===== src/rtl/ucsbece154b_line_fetcher_pkg.sv =====
// Shared types and helpers for the cache-line fetcher.
// Imported by the fetcher interface and the fetcher itself.
package ucsbece154b_line_fetcher_pkg;

   typedef enum logic [1:0] {
      StIdle  = 2'd0,
      StAddr  = 2'd1,
      StData  = 2'd2,
      StDrain = 2'd3
   } state_e;

   function automatic int unsigned off_width(input int unsigned words);
      return $clog2(words);
   endfunction

endpackage


===== src/rtl/ucsbece154b_line_fetcher_if.sv =====
// Request, memory burst and FIFO push signals of the line fetcher.
// master is the fetcher's view; slave is the surrounding system's view.
interface ucsbece154b_line_fetcher_if
   import ucsbece154b_line_fetcher_pkg::*;
#(
   parameter int unsigned DATA_WIDTH     = 32,
   parameter int unsigned ADDR_WIDTH     = 32,
   parameter int unsigned WORDS_PER_LINE = 4
) ();

   localparam int unsigned Off = off_width(WORDS_PER_LINE);

   logic                  req_valid_i;
   logic                  req_ready_o;
   logic [ADDR_WIDTH-1:0] req_addr_i;
   logic                  flush_i;
   logic                  mem_req_o;
   logic [ADDR_WIDTH-1:0] mem_addr_o;
   logic                  mem_ack_i;
   logic                  mem_rvalid_i;
   logic                  mem_rready_o;
   logic [DATA_WIDTH-1:0] mem_rdata_i;
   logic [DATA_WIDTH-1:0] fifo_data_o;
   logic                  fifo_push_o;
   logic                  fifo_full_i;
   logic [Off-1:0]        word_idx_o;
   logic                  busy_o;
   logic                  done_o;

   modport master (
      input  req_valid_i, req_addr_i, flush_i, mem_ack_i, mem_rvalid_i, mem_rdata_i,
             fifo_full_i,
      output req_ready_o, mem_req_o, mem_addr_o, mem_rready_o, fifo_data_o, fifo_push_o,
             word_idx_o, busy_o, done_o
   );

   modport slave (
      output req_valid_i, req_addr_i, flush_i, mem_ack_i, mem_rvalid_i, mem_rdata_i,
             fifo_full_i,
      input  req_ready_o, mem_req_o, mem_addr_o, mem_rready_o, fifo_data_o, fifo_push_o,
             word_idx_o, busy_o, done_o
   );

endinterface


===== src/rtl/ucsbece154b_line_fetcher.sv =====
// Cache-line fetcher: one burst read per request, beats arrive critical-word-first and are
// pushed into the word FIFO; a flush drains the committed burst without pushing.
module ucsbece154b_line_fetcher
   import ucsbece154b_line_fetcher_pkg::*;
#(
   parameter int unsigned DATA_WIDTH     = 32,
   parameter int unsigned ADDR_WIDTH     = 32,
   parameter int unsigned WORDS_PER_LINE = 4
) (
   input logic                           clk_i,
   input logic                           rst_i,
   ucsbece154b_line_fetcher_if.master    bus
);

   localparam int unsigned Off  = off_width(WORDS_PER_LINE);
   localparam int unsigned CntW = Off + 1;
   localparam logic [CntW-1:0] LastBeat = CntW'(WORDS_PER_LINE - 1);

   state_e                state_q, state_d;
   logic [ADDR_WIDTH-1:0] addr_q, addr_d;
   logic [Off-1:0]        word_idx_q, word_idx_d;
   logic [CntW-1:0]       beat_cnt_q, beat_cnt_d;
   logic                  done_q, done_d;

   // Byte-lane bits never reach memory.
   logic unused_byte_bits;
   assign unused_byte_bits = ^bus.req_addr_i[1:0];

   always_comb begin
      state_d    = state_q;
      addr_d     = addr_q;
      word_idx_d = word_idx_q;
      beat_cnt_d = beat_cnt_q;
      done_d     = 1'b0;

      bus.req_ready_o  = 1'b0;
      bus.mem_req_o    = 1'b0;
      bus.mem_addr_o   = '0;
      bus.mem_rready_o = 1'b0;
      bus.fifo_push_o  = 1'b0;
      bus.fifo_data_o  = '0;
      bus.word_idx_o   = '0;

      unique case (state_q)
         StIdle: begin
            bus.req_ready_o = !bus.flush_i;
            if (bus.req_valid_i && !bus.flush_i) begin
               addr_d     = {bus.req_addr_i[ADDR_WIDTH-1:2], 2'b00};
               word_idx_d = bus.req_addr_i[Off+1:2];
               state_d    = StAddr;
            end
         end
         StAddr: begin
            bus.mem_req_o  = 1'b1;
            bus.mem_addr_o = addr_q;
            if (bus.mem_ack_i) begin
               // Once acked the burst is committed, so a flush must still drain it.
               beat_cnt_d = '0;
               word_idx_d = addr_q[Off+1:2];
               state_d    = bus.flush_i ? StDrain : StData;
            end else if (bus.flush_i) begin
               state_d = StIdle;
            end
         end
         StData: begin
            bus.mem_rready_o = !bus.fifo_full_i && !bus.flush_i;
            bus.word_idx_o   = word_idx_q;
            if (bus.flush_i) begin
               state_d = StDrain;
            end else if (bus.mem_rvalid_i && !bus.fifo_full_i) begin
               bus.fifo_push_o = 1'b1;
               bus.fifo_data_o = bus.mem_rdata_i;
               beat_cnt_d      = beat_cnt_q + 1'b1;
               word_idx_d      = word_idx_q + 1'b1;
               if (beat_cnt_q == LastBeat) begin
                  state_d = StIdle;
                  done_d  = 1'b1;
               end
            end
         end
         StDrain: begin
            bus.mem_rready_o = 1'b1;
            if (bus.mem_rvalid_i) begin
               beat_cnt_d = beat_cnt_q + 1'b1;
               if (beat_cnt_q == LastBeat) begin
                  state_d = StIdle;
               end
            end
         end
         default: state_d = StIdle;
      endcase
   end

   assign bus.busy_o = (state_q != StIdle);
   assign bus.done_o = done_q;

   always_ff @(posedge clk_i) begin
      if (rst_i) begin
         state_q    <= StIdle;
         addr_q     <= '0;
         word_idx_q <= '0;
         beat_cnt_q <= '0;
         done_q     <= 1'b0;
      end else begin
         state_q    <= state_d;
         addr_q     <= addr_d;
         word_idx_q <= word_idx_d;
         beat_cnt_q <= beat_cnt_d;
         done_q     <= done_d;
      end
   end

endmodule


===== src/flat_wrapper.sv =====
// flat-port wrapper written by rule: the top's interface ports become plain ports
module ucsbece154b_line_fetcher_flat import ucsbece154b_line_fetcher_pkg::*;
#(
   parameter int unsigned DATA_WIDTH     = 32,
   parameter int unsigned ADDR_WIDTH     = 32,
   parameter int unsigned WORDS_PER_LINE = 4
)
  (clk_i, rst_i, bus_req_valid_i, bus_req_addr_i, bus_flush_i, bus_mem_ack_i, bus_mem_rvalid_i, bus_mem_rdata_i, bus_fifo_full_i, bus_req_ready_o, bus_mem_req_o, bus_mem_addr_o, bus_mem_rready_o, bus_fifo_data_o, bus_fifo_push_o, bus_word_idx_o, bus_busy_o, bus_done_o);
  ucsbece154b_line_fetcher_if #(.DATA_WIDTH(DATA_WIDTH), .ADDR_WIDTH(ADDR_WIDTH), .WORDS_PER_LINE(WORDS_PER_LINE)) bus_i ();
  input logic clk_i;
  input logic rst_i;
  input wire logic [$bits(bus_i.req_valid_i)-1:0] bus_req_valid_i;
  input wire logic [$bits(bus_i.req_addr_i)-1:0] bus_req_addr_i;
  input wire logic [$bits(bus_i.flush_i)-1:0] bus_flush_i;
  input wire logic [$bits(bus_i.mem_ack_i)-1:0] bus_mem_ack_i;
  input wire logic [$bits(bus_i.mem_rvalid_i)-1:0] bus_mem_rvalid_i;
  input wire logic [$bits(bus_i.mem_rdata_i)-1:0] bus_mem_rdata_i;
  input wire logic [$bits(bus_i.fifo_full_i)-1:0] bus_fifo_full_i;
  output wire logic [$bits(bus_i.req_ready_o)-1:0] bus_req_ready_o;
  output wire logic [$bits(bus_i.mem_req_o)-1:0] bus_mem_req_o;
  output wire logic [$bits(bus_i.mem_addr_o)-1:0] bus_mem_addr_o;
  output wire logic [$bits(bus_i.mem_rready_o)-1:0] bus_mem_rready_o;
  output wire logic [$bits(bus_i.fifo_data_o)-1:0] bus_fifo_data_o;
  output wire logic [$bits(bus_i.fifo_push_o)-1:0] bus_fifo_push_o;
  output wire logic [$bits(bus_i.word_idx_o)-1:0] bus_word_idx_o;
  output wire logic [$bits(bus_i.busy_o)-1:0] bus_busy_o;
  output wire logic [$bits(bus_i.done_o)-1:0] bus_done_o;
  assign bus_i.req_valid_i = bus_req_valid_i;
  assign bus_i.req_addr_i = bus_req_addr_i;
  assign bus_i.flush_i = bus_flush_i;
  assign bus_i.mem_ack_i = bus_mem_ack_i;
  assign bus_i.mem_rvalid_i = bus_mem_rvalid_i;
  assign bus_i.mem_rdata_i = bus_mem_rdata_i;
  assign bus_i.fifo_full_i = bus_fifo_full_i;
  assign bus_req_ready_o = bus_i.req_ready_o;
  assign bus_mem_req_o = bus_i.mem_req_o;
  assign bus_mem_addr_o = bus_i.mem_addr_o;
  assign bus_mem_rready_o = bus_i.mem_rready_o;
  assign bus_fifo_data_o = bus_i.fifo_data_o;
  assign bus_fifo_push_o = bus_i.fifo_push_o;
  assign bus_word_idx_o = bus_i.word_idx_o;
  assign bus_busy_o = bus_i.busy_o;
  assign bus_done_o = bus_i.done_o;
  ucsbece154b_line_fetcher #(.DATA_WIDTH(DATA_WIDTH), .ADDR_WIDTH(ADDR_WIDTH), .WORDS_PER_LINE(WORDS_PER_LINE)) u_core (.clk_i(clk_i), .rst_i(rst_i), .bus(bus_i));
endmodule

===== config.mk =====
export PLATFORM = sky130hd
export DESIGN_NAME = ucsbece154b_line_fetcher_flat
export DESIGN_NICKNAME = d
export VERILOG_FILES = /design/src/rtl/ucsbece154b_line_fetcher_pkg.sv /design/src/rtl/ucsbece154b_line_fetcher_if.sv /design/src/rtl/ucsbece154b_line_fetcher.sv /design/src/flat_wrapper.sv
export SDC_FILE = /design/constraint.sdc
export NUM_CORES = 1
export LEC_CHECK = 0
export ABC_AREA = 1
export BUFFER_PORTS_ARGS = -buffer_cell sky130_fd_sc_hd__buf_2
export CORE_MARGIN = 2
export CORE_UTILIZATION = 47
export DETAILED_ROUTE_END_ITERATION = 8
export PLACE_DENSITY = 0.86
export SETUP_SLACK_MARGIN = 0.15
export SLEW_MARGIN = 10
export SYNTH_ARGS = -nofsm -noshare
export SYNTH_HDL_FRONTEND = slang
export SYNTH_SLANG_ARGS = --single-unit

===== constraint.sdc =====
create_clock -name clk_i -period 3.8 [get_ports clk_i]
set_clock_uncertainty 0.05 [all_clocks]
set_input_delay 1.14 -clock clk_i [delete_from_list [all_inputs] [get_ports clk_i]]
set_output_delay 1.14 -clock clk_i [all_outputs]
set_load 0.02 [all_outputs]

==> impl_metrics.json, run 1 <==
{
  "synthTopCellsByArea": "dfxtp_1 33%, nand2_1 15%, inv_1 13%",
  "clkTransAtPathRegs_ns": 0.08,
  "seqPwrFrac_pct": 33.7,
  "peakVddDrop_uv": 359,
  "synth.distinct_cells": 21,
  "num_rows": 25,
  "power_density_nw_per_um2": 486,
  "sw_frac_of_total_pct": 43.7,
  "grt_setup_unrepaired": "no",
  "slew_headroom_pct": 37.8,
  "grt_max_degree": 36,
  "vias_per_cell": 4.64,
  "cts-root-buf": "clkbuf_8",
  "initial_core_util_pct": 49.2,
  "start_kind": "register",
  "syn_inst": 384,
  "finalCriticalPeriod_ns": 3.27,
  "drtPass1Iterations": 4,
  "drc": 0,
  "crit_fanout": 21,
  "cts.sinks": 38,
  "cts.htree.levels": 2,
  "power_mw": 1.51,
  "worstSetupPathType": "reg -> out",
  "layout-drive-gt1-share_pct": 34.6,
  "setup_tns_ns": 0,
  "pwr-share-clk_pct": 18.9,
  "antenna_cells": 0,
  "ant_nets": 0,
  "die_width_um": 74.5,
  "synth_top_area_share_pct": 32.5,
  "layout_commonest_cell": "buf_2",
  "coreArea_um2": 4750,
  "cts_resized": 0,
  "yosys_warnings": 0,
  "placedCellCount": 571,
  "finalNetCount": 589,
  "place_area_um2": 3020,
  "drt_iter0_markers": 52,
  "grt_usage_pct": 21.5,
  "crit_arrival_ns": 2.08,
  "period_share_pct": 86.1,
  "max_cap_viol_count": 0,
  "ys_seq_area_share_pct": 32.5,
  "syn_to_final_growth_pct": 33.0,
  "cts_hold_buf": 0,
  "finalSetupViolCount": 0,
  "num_vias": 2689,
  "leakage_nw": 2.01,
  "wirelength_um": 6100,
  "num_io_pins": 143,
  "hp-class": "reg -> reg",
  "die-area_um2": 5560,
  "synth-seq-cells": 38,
  "yosysTopAreaCell": "dfxtp_1",
  "grt_pass1_wl_um": 9290,
  "layout_common_cells": "138 x buf_2, 96 x nand2_1, 83 x inv_1",
  "hold_violations": 0,
  "cp-end-kind": "output port",
  "post-cts-setup-buffer-count": 0,
  "global_route.overflow_total": 0,
  "avgRoutedWirePerCell_um": 10.5,
  "syn_area_um2": 2340,
  "avgSynthCellArea_um2": 6.09,
  "gp_congestion": 0.827,
  "antenna_found_initial": 0,
  "cts_buffers": 5,
  "clk_latency_ns": 0.29,
  "status": "finished clean",
  "cts_buffer_depth": 2,
  "cp.required_ns": 2.61,
  "final_cell_count_no_fill": 579,
  "comb_power_share_pct": 47.4,
  "cts_tree": "done",
  "grt_pass1_vias": 2292,
  "switchingPower_mw": 0.661,
  "worst_pin_slew_ns": 0.931,
  "fmax_ghz": 0.306,
  "die_h_um": 74.5,
  "dp_hpwl_um": 4660,
  "drv_slew": 0,
  "intPower_mw": 0.851,
  "io_buffers": 138,
  "fin_area_um2": 3110
}
==> Yosys cell counts (all sizes together) <==
master	count
a21oi	34
and2	1
buf	15
clkbuf	8
conb	1
dfxtp	38
ha	7
inv	86
nand2	96
nand3	38
nand4	5
nor2	50
nor3	1
o21ai	3
or2	1
==> kinds of logic (layout without fill, tap and decap cells) <==
| kind of cell | count (synthesis) | after routing | share of synthesized area, % |
|---|---|---|---|
| AO/OA/AOI/OAI | 37 | 37 | 7.92 |
| AND/OR/NAND/NOR | 192 | 192 | 36.2 |
| buffers and inverters | 109 | 236 | 19.4 |
| adder cells (fa/ha/maj) | 7 | 7 | 3.75 |
| flip-flops | 38 | 38 | 32.5 |
| other | 1 | 2 | 0.160 |
==> worst max-delay path: stages (launching register included) <==
cell,delay (ns)
dfxtp_1,0.36
inv_1,0.12
ha_1,0.68
buf_4,0.34
nand2_1,0.08
inv_1,0.06
buf_2,0.15
==> sequential cells by signal, indices dropped and copies added, names as in the netlist <==
signal             cells
u_core.word_idx_q      2
u_core.bus.done_o      1
u_core.state_q         2
u_core.addr_q         30
u_core.beat_cnt_q      3
==> per-layer routing <==
metal / vias up / global-route usage [%] / wire length [um]
met5: - / 0 / 0
met4: 0 / 5.16 / 19
met3: 2 / 5.28 / 490
met2: 108 / 44.9 / 3210
met1: 1189 / 20.3 / 2390
li1: 1390 / - / -
==> worst paths after layout <==
path / depth (start not counted) / start / to / slack (ns)
setup / recovery: 6 / u_core.state_q[1] / bus_mem_addr_o[31] / 0.53
hold / removal: 2 / u_core.addr_q[11] / u_core.addr_q[11] / 0.41
setup reg to reg: 8 / u_core.state_q[0] / u_core.addr_q[14] / 1.46
hold reg to reg: 2 / u_core.addr_q[11] / u_core.addr_q[11] / 0.41
==> through the flow <==
step                hold WS (ns)  setup WS (ns)  utilization [%]
floorplan                  0.390          0.732                -
global placement           0.398          0.536             63.4
detailed placement         0.404          0.520             63.4
CTS                        0.415          0.515             65.4
global route               0.442          0.333             65.4
finish                     0.414          0.527             65.4
==> cell type report <==
type | instances | area [um2]
Fill cell | 447 | 1640
Multi-Input combinational cell | 238 | 1130
Sequential cell | 38 | 761
Timing Repair Buffer | 142 | 721
Inverter | 86 | 323
Tap cell | 67 | 83.8
Clock buffer | 6 | 82.6
Clock inverter | 2 | 12.5
==> power by group through the flow <==
stage               combinational [mW]  sequential (mW)  clock, mW
detailed placement               0.719            0.517          0
CTS                              0.721            0.508      0.298
floorplan                        0.554            0.505          0
finish                           0.717            0.509      0.286
global placement                 0.707            0.513          0
global route                     0.808            0.517      0.314
Power figures use the tool's default switching activity.
==> run 2, diff against run 1 <==
--- a/config.mk
+++ b/config.mk
@@ -5,11 +5,11 @@
 export SDC_FILE = /design/constraint.sdc
 export NUM_CORES = 1
 export LEC_CHECK = 0
-export ABC_AREA = 1
 export BUFFER_PORTS_ARGS = -buffer_cell sky130_fd_sc_hd__buf_2
 export CORE_MARGIN = 2
-export CORE_UTILIZATION = 47
+export CORE_UTILIZATION = 45
 export DETAILED_ROUTE_END_ITERATION = 8
+export GPL_TIMING_DRIVEN = 0
 export PLACE_DENSITY = 0.86
 export SETUP_SLACK_MARGIN = 0.15
 export SLEW_MARGIN = 10
==> run 2 against run 1 <==
Against the previous run:
- highest routed layer unchanged
- critical path type is now in -> out
- sequential power is 12% lower
- first-iteration DRC count up 110%
- clock-buffer cell count did not move
- non-clock buffer count up 15
- synthesized cell count decreased by 28%
- sequential share of layout area up 1.2 points
- largest power group is now sequential cells
- die area is 5.4% lower
- total power down 33%
- combinational power decreased by 61%
- routed wire length down 3.9%
- hold slack worse by 0.014 ns
==> impl_metrics.json, run 2 <==
{
  "antenna_cells": 0,
  "cpLargestDelayFamily": "simple AND/OR/NAND/NOR gates",
  "crit_fanout": 10,
  "clkTransAtPathRegs_ns": 0.07,
  "start_kind": "input port",
  "io_buffers": 138,
  "drtPass1Iterations": 4,
  "syn_area_um2": 2110,
  "finalNetCount": 501,
  "layout_commonest_cell": "buf_2",
  "placedCellCount": 468,
  "synthArstFlopShare_pct": 0,
  "die-area_um2": 5250,
  "cts_buffers": 5,
  "setup_slack_ns": 0.339,
  "grt_usage_pct": 22.5,
  "final_cell_count_no_fill": 476,
  "period_share_pct": 91.1,
  "regMostFlops": "u_core.addr_q",
  "leakage_nw": 1.57,
  "drv_slew": 0,
  "fmax_ghz": 0.289,
  "largest_register_ffs": 30,
  "cp_cell_sequence": "buf_2, or2b_4, nor2_4, clkbuf_2, and2_1, buf_2",
  "utilization_pct": 66.7,
  "fin_area_um2": 2970,
  "yosys_warnings": 0,
  "cts-root-buf": "clkbuf_8",
  "cts_buffer_depth": 2,
  "cts_resized": 0,
  "coreArea_um2": 4440,
  "hold_violations": 0,
  "global_route.overflow_total": 0,
  "ant_nets": 0,
  "synth-seq-cells": 38,
  "grt_setup_unrepaired": "no",
  "power_density_nw_per_um2": 342,
  "num_io_pins": 143,
  "power_mw": 1.01,
  "peakVddDrop_uv": 290,
  "layout_common_cells": "145 x buf_2, 65 x nand2_1, 64 x and2_1",
  "hp-class": "reg -> reg",
  "die_width_um": 72.5,
  "synthFlopType": "dfxtp_1",
  "finalCriticalPeriod_ns": 3.46,
  "initial_core_util_pct": 47.5,
  "gp_congestion": 0.841,
  "synth_edf_count": 0,
  "post-cts-setup-buffer-count": 0,
  "antenna_found_initial": 0,
  "synth.distinct_cells": 36,
  "hold_slack_ns": 0.400,
  "yosysTopAreaCell": "dfxtp_1",
  "cts.htree.levels": 2,
  "avgSynthCellArea_um2": 7.62,
  "ys_top_cells_by_count": "65 x nand2_1, 64 x and2_1, 38 x dfxtp_1",
  "cp_slowest_cell": "or2b_4",
  "wirelength_um": 5860,
  "max_cap_viol_count": 0,
  "slew_headroom_pct": 66.0,
  "drt_iter0_markers": 108,
  "worst_pin_slew_ns": 0.510,
  "avgRoutedWirePerCell_um": 12.3,
  "status": "finished clean",
  "critPathMaxStageDelay_ns": 0.29,
  "place_area_um2": 2870,
  "cts_tree": "done",
  "vias_per_cell": 4.84,
  "top_regs": "u_core.addr_q: 30 flops, u_core.beat_cnt_q: 3 flops",
  "drc": 0,
  "layout-drive-gt1-share_pct": 38.9,
  "worstSetupPathType": "in -> out",
  "synth_top_area_share_pct": 36.0,
  "num_vias": 2302,
  "num_rows": 24,
  "cts_hold_buf": 0,
  "cts.sinks": 38,
  "syn_inst": 277,
  "crit_buf_inv": 3,
  "dp_hpwl_um": 4700,
  "cp-end-kind": "output port",
  "cp.required_ns": 2.61,
  "setup_tns_ns": 0,
  "syn_to_final_growth_pct": 40.5,
  "grt_pass1_vias": 2088,
  "cpMostUsedCell": "buf_2",
  "pre_cts_ws_ns": 0.362,
  "crit_arrival_ns": 2.27,
  "die_h_um": 72.5,
  "grt_pass1_wl_um": 9450,
  "yosysMostFrequentCell": "nand2_1",
  "finalSetupViolCount": 0,
  "ys_seq_area_share_pct": 36.0,
  "synthTopCellsByArea": "dfxtp_1 36%, and2_1 19%, nand2_1 12%",
  "grt_max_degree": 13,
  "clk_latency_ns": 0.28
}
run 2: changes by cell type in the layout (fill, tap and decap cells not counted), moves of 7 or more:
cell	change
and2_1	+63
buf_2	+7
clkbuf_1	+7
inv_1	-77
nand2_1	-31
nand3_1	-36
nor2_1	-22
nor2_2	-22
run 2: logic make-up (layout without fill, tap and decap cells):
family          Yosys count  count (layout)  share of synthesized area [%]
simple gates            153             153                           37.3
fa+ha+maj                 7               7                           4.15
mux                       3               3                           1.42
other cells               1               2                          0.178
compound gates           49              49                           14.8
xor+xnor                  1               1                          0.415
buf+inv                  25             171                           5.69
flops                    38              38                           36.0
run 2: where the power goes:
group          switching [mW]  total, mW  internal (mW)  leakage (nW)
logic                   0.167      0.283          0.116          1.21
registers              0.0176      0.446          0.428         0.310
clock network           0.139      0.285          0.146        0.0472
total                   0.324       1.01          0.690          1.57
run 2: worst reg2reg max path, cell delays in order (launching register included):
cell	delay [ns]
dfxtp_1	0.38
inv_1	0.11
ha_1	0.22
buf_6	0.14
or2_1	0.24
o32ai_2	0.21
a21oi_1	0.12
a311oi_1	0.25
run 2: metal layers:
layer | routed length, um | vias up | track usage [%]
li1 | - | 1176 | -
met5 | 0 | - | 0
met3 | 352 | 2 | 4.17
met1 | 2620 | 1055 | 30.9
met4 | 16 | 0 | 4.53
met2 | 2870 | 69 | 37.4
run 2: cell type report:
class | instances | area, um2
tap | 52 | 65.1
sequential | 38 | 761
multi-input combinational | 215 | 1230
inverter | 6 | 22.5
clock buffer | 6 | 82.6
buffer | 19 | 97.6
fill | 401 | 1480
timing repair buffer | 138 | 691
clock inverter | 2 | 12.5
run 2: path summary, 6_finish.rpt:
path,end,start,cells after the start,slack [ns]
setup / recovery,bus_fifo_data_o[18],bus_flush_i,6,0.34
hold / removal,u_core.addr_q[3],u_core.addr_q[3],2,0.40
setup reg to reg,u_core.word_idx_q[1],u_core.state_q[0],7,2.02
hold reg to reg,u_core.addr_q[3],u_core.addr_q[3],2,0.40
==> run 3, diff against run 2 <==
--- a/config.mk
+++ b/config.mk
@@ -7,10 +7,11 @@
 export LEC_CHECK = 0
 export BUFFER_PORTS_ARGS = -buffer_cell sky130_fd_sc_hd__buf_2
 export CORE_MARGIN = 2
-export CORE_UTILIZATION = 45
+export CORE_UTILIZATION = 46
+export CTS_BUF_LIST = sky130_fd_sc_hd__clkbuf_2
 export DETAILED_ROUTE_END_ITERATION = 8
 export GPL_TIMING_DRIVEN = 0
-export PLACE_DENSITY = 0.86
+export PLACE_DENSITY = 0.87
 export SETUP_SLACK_MARGIN = 0.15
 export SLEW_MARGIN = 10
 export SYNTH_ARGS = -nofsm -noshare
==> run 3 against run 2 <==
Against the previous run:
- design area fell by 0.21%
- core utilization rose by 0.77 points
- via count rose by 0.96%
- hold slack improved by 0.0097 ns
- fmax rose by 0.61%
- first-iteration DRC count fell by 9.3%
- cell count did not move
- die area fell by 2.1%
- non-clock buffer count did not move
- clock power rose by 8.8%
- sequential share of layout area rose by 0.054 points
- critical path type unchanged
==> impl_metrics.json, run 3 (synthesis gave the netlist of run 2 again) <==
{
  "status": "finished clean",
  "cp_cell_sequence": "buf_2, or2b_4, nor2_4, clkbuf_2, and2_1, buf_2",
  "hold_violations": 0,
  "die-area_um2": 5150,
  "hold_slack_ns": 0.410,
  "initial_core_util_pct": 48.1,
  "num_rows": 24,
  "pre_cts_ws_ns": 0.377,
  "drtPass1Iterations": 4,
  "top_regs": "u_core.addr_q: 30 flops, u_core.beat_cnt_q: 3 flops",
  "grt_setup_unrepaired": "no",
  "clkTransAtPathRegs_ns": 0.18,
  "fmax_ghz": 0.291,
  "regMostFlops": "u_core.addr_q",
  "max_cap_viol_count": 0,
  "layout_common_cells": "145 x buf_2, 65 x nand2_1, 64 x and2_1",
  "vias_per_cell": 4.88,
  "die_width_um": 71.7,
  "gp_congestion": 0.854,
  "place_area_um2": 2870,
  "post-cts-setup-buffer-count": 0,
  "cts_resized": 0,
  "global_route.overflow_total": 0,
  "finalNetCount": 501,
  "start_kind": "input port",
  "crit_start": "bus_flush_i",
  "crit_arrival_ns": 2.25,
  "setup_slack_ns": 0.360,
  "fin_area_um2": 2960,
  "clk_latency_ns": 0.39,
  "cts_hold_buf": 0,
  "timing.rr.end": "u_core.word_idx_q[1]",
  "setup_tns_ns": 0,
  "critPathMaxStageDelay_ns": 0.29,
  "grt_pass1_wl_um": 9580,
  "io_buffers": 138,
  "rr_startpoint": "u_core.state_q[0]",
  "dp_hpwl_um": 4730,
  "antenna_found_initial": 0,
  "drt_iter0_markers": 98,
  "num_io_pins": 143,
  "grt_max_degree": 13,
  "drc": 0,
  "period_share_pct": 90.5,
  "coreArea_um2": 4380,
  "cts.htree.levels": 2,
  "antenna_cells": 0,
  "cts.sinks": 38,
  "avgRoutedWirePerCell_um": 12.7,
  "cts_buffers": 5,
  "worstSetupPathType": "in -> out",
  "peakVddDrop_uv": 228,
  "power_density_nw_per_um2": 352,
  "grt_pass1_vias": 2115,
  "r2r_setup_slack_ns": 1.92,
  "cts_tree": "done",
  "cts_buffer_depth": 2,
  "syn_to_final_growth_pct": 40.2,
  "finalSetupViolCount": 0,
  "cts-root-buf": "clkbuf_2",
  "drv_slew": 0,
  "layout_commonest_cell": "buf_2",
  "slew_headroom_pct": 65.6,
  "worst_pin_slew_ns": 0.516,
  "num_vias": 2324,
  "finalCriticalPeriod_ns": 3.44,
  "die_h_um": 71.7,
  "cpLargestDelayFamily": "simple AND/OR/NAND/NOR gates",
  "cp.depth": 6,
  "cp_slowest_cell": "or2b_4",
  "grt_usage_pct": 23.2,
  "nFillCells": 383,
  "layout-drive-gt1-share_pct": 38.7,
  "timing.reg2reg.worst_path_depth": 7,
  "hp-class": "reg -> reg",
  "crit_buf_inv": 3,
  "largest_register_ffs": 30,
  "utilization_pct": 67.5,
  "leakage_nw": 1.57,
  "wirelength_um": 6050,
  "cp-end-kind": "output port",
  "crit_end": "bus_fifo_data_o[12]",
  "cpMostUsedCell": "buf_2",
  "cp.required_ns": 2.61,
  "ant_nets": 0,
  "crit_fanout": 10
}
run 3: changes by cell type in the layout (fill, tap and decap cells not counted), sizes merged:
| cell | before | now |
|---|---|---|
| bufinv | 0 | 2 |
| clkbuf | 15 | 14 |
| clkinvlp | 1 | 0 |
run 3: layout make-up:
type                    count  area [um2]  area share [%]
plain buffers              19        97.6            3.30
clock buffers               5        25.0           0.846
clock inverters             3        63.8            2.16
inverters                   6        22.5           0.761
multi-input cells         215        1230            41.7
flip-flops and latches     38         761            25.7
well taps                  52        65.1            2.20
repair buffers            138         691            23.3
run 3: routing by layer:
| metal | wire length (um) | vias to the layer above | GRT usage [%] |
|---|---|---|---|
| li1 | - | 1180 | - |
| met1 | 2660 | 1070 | 30.0 |
| met2 | 3050 | 66 | 40.6 |
| met3 | 275 | 8 | 3.38 |
| met4 | 57 | 0 | 5.66 |
| met5 | 0 | - | 0 |
run 3: per-stage QoR:
stage          power (mW)  cells
2_1_floorplan       0.640    278
3_3_place_gp        0.729    468
3_5_place_dp        0.736    468
4_1_cts              1.05    476
5_1_grt              1.10    476
6_report             1.04    476
run 3: worst register-to-register path: cells and delay by family (launching register included):
| kind | cells | cell delay, ns |
|---|---|---|
| adders and majority gates | 1 | 0.22 |
| and+or+nand+nor | 1 | 0.24 |
| DFF | 1 | 0.42 |
| AOI/OAI and AO/OA | 3 | 0.62 |
| buffers and inverters | 2 | 0.24 |
run 3: worst min-delay path by stage:
stage	slack, ns	cells after the start	from	endpoint
CTS	0.42	2	u_core.addr_q[14]	u_core.addr_q[14]
global placement	0.39	2	u_core.addr_q[16]	u_core.addr_q[16]
floorplan	0.38	2	u_core.addr_q[10]	u_core.addr_q[10]
finish	0.41	2	u_core.addr_q[15]	u_core.addr_q[15]
detailed placement	0.39	2	u_core.addr_q[9]	u_core.addr_q[9]
global route	0.43	2	u_core.addr_q[16]	u_core.addr_q[16]
run 3: where the power goes:
part	internal [mW]	switching [mW]	total (mW)
logic	0.116	0.170	0.285
clock network	0.175	0.135	0.310
registers	0.429	0.0179	0.447
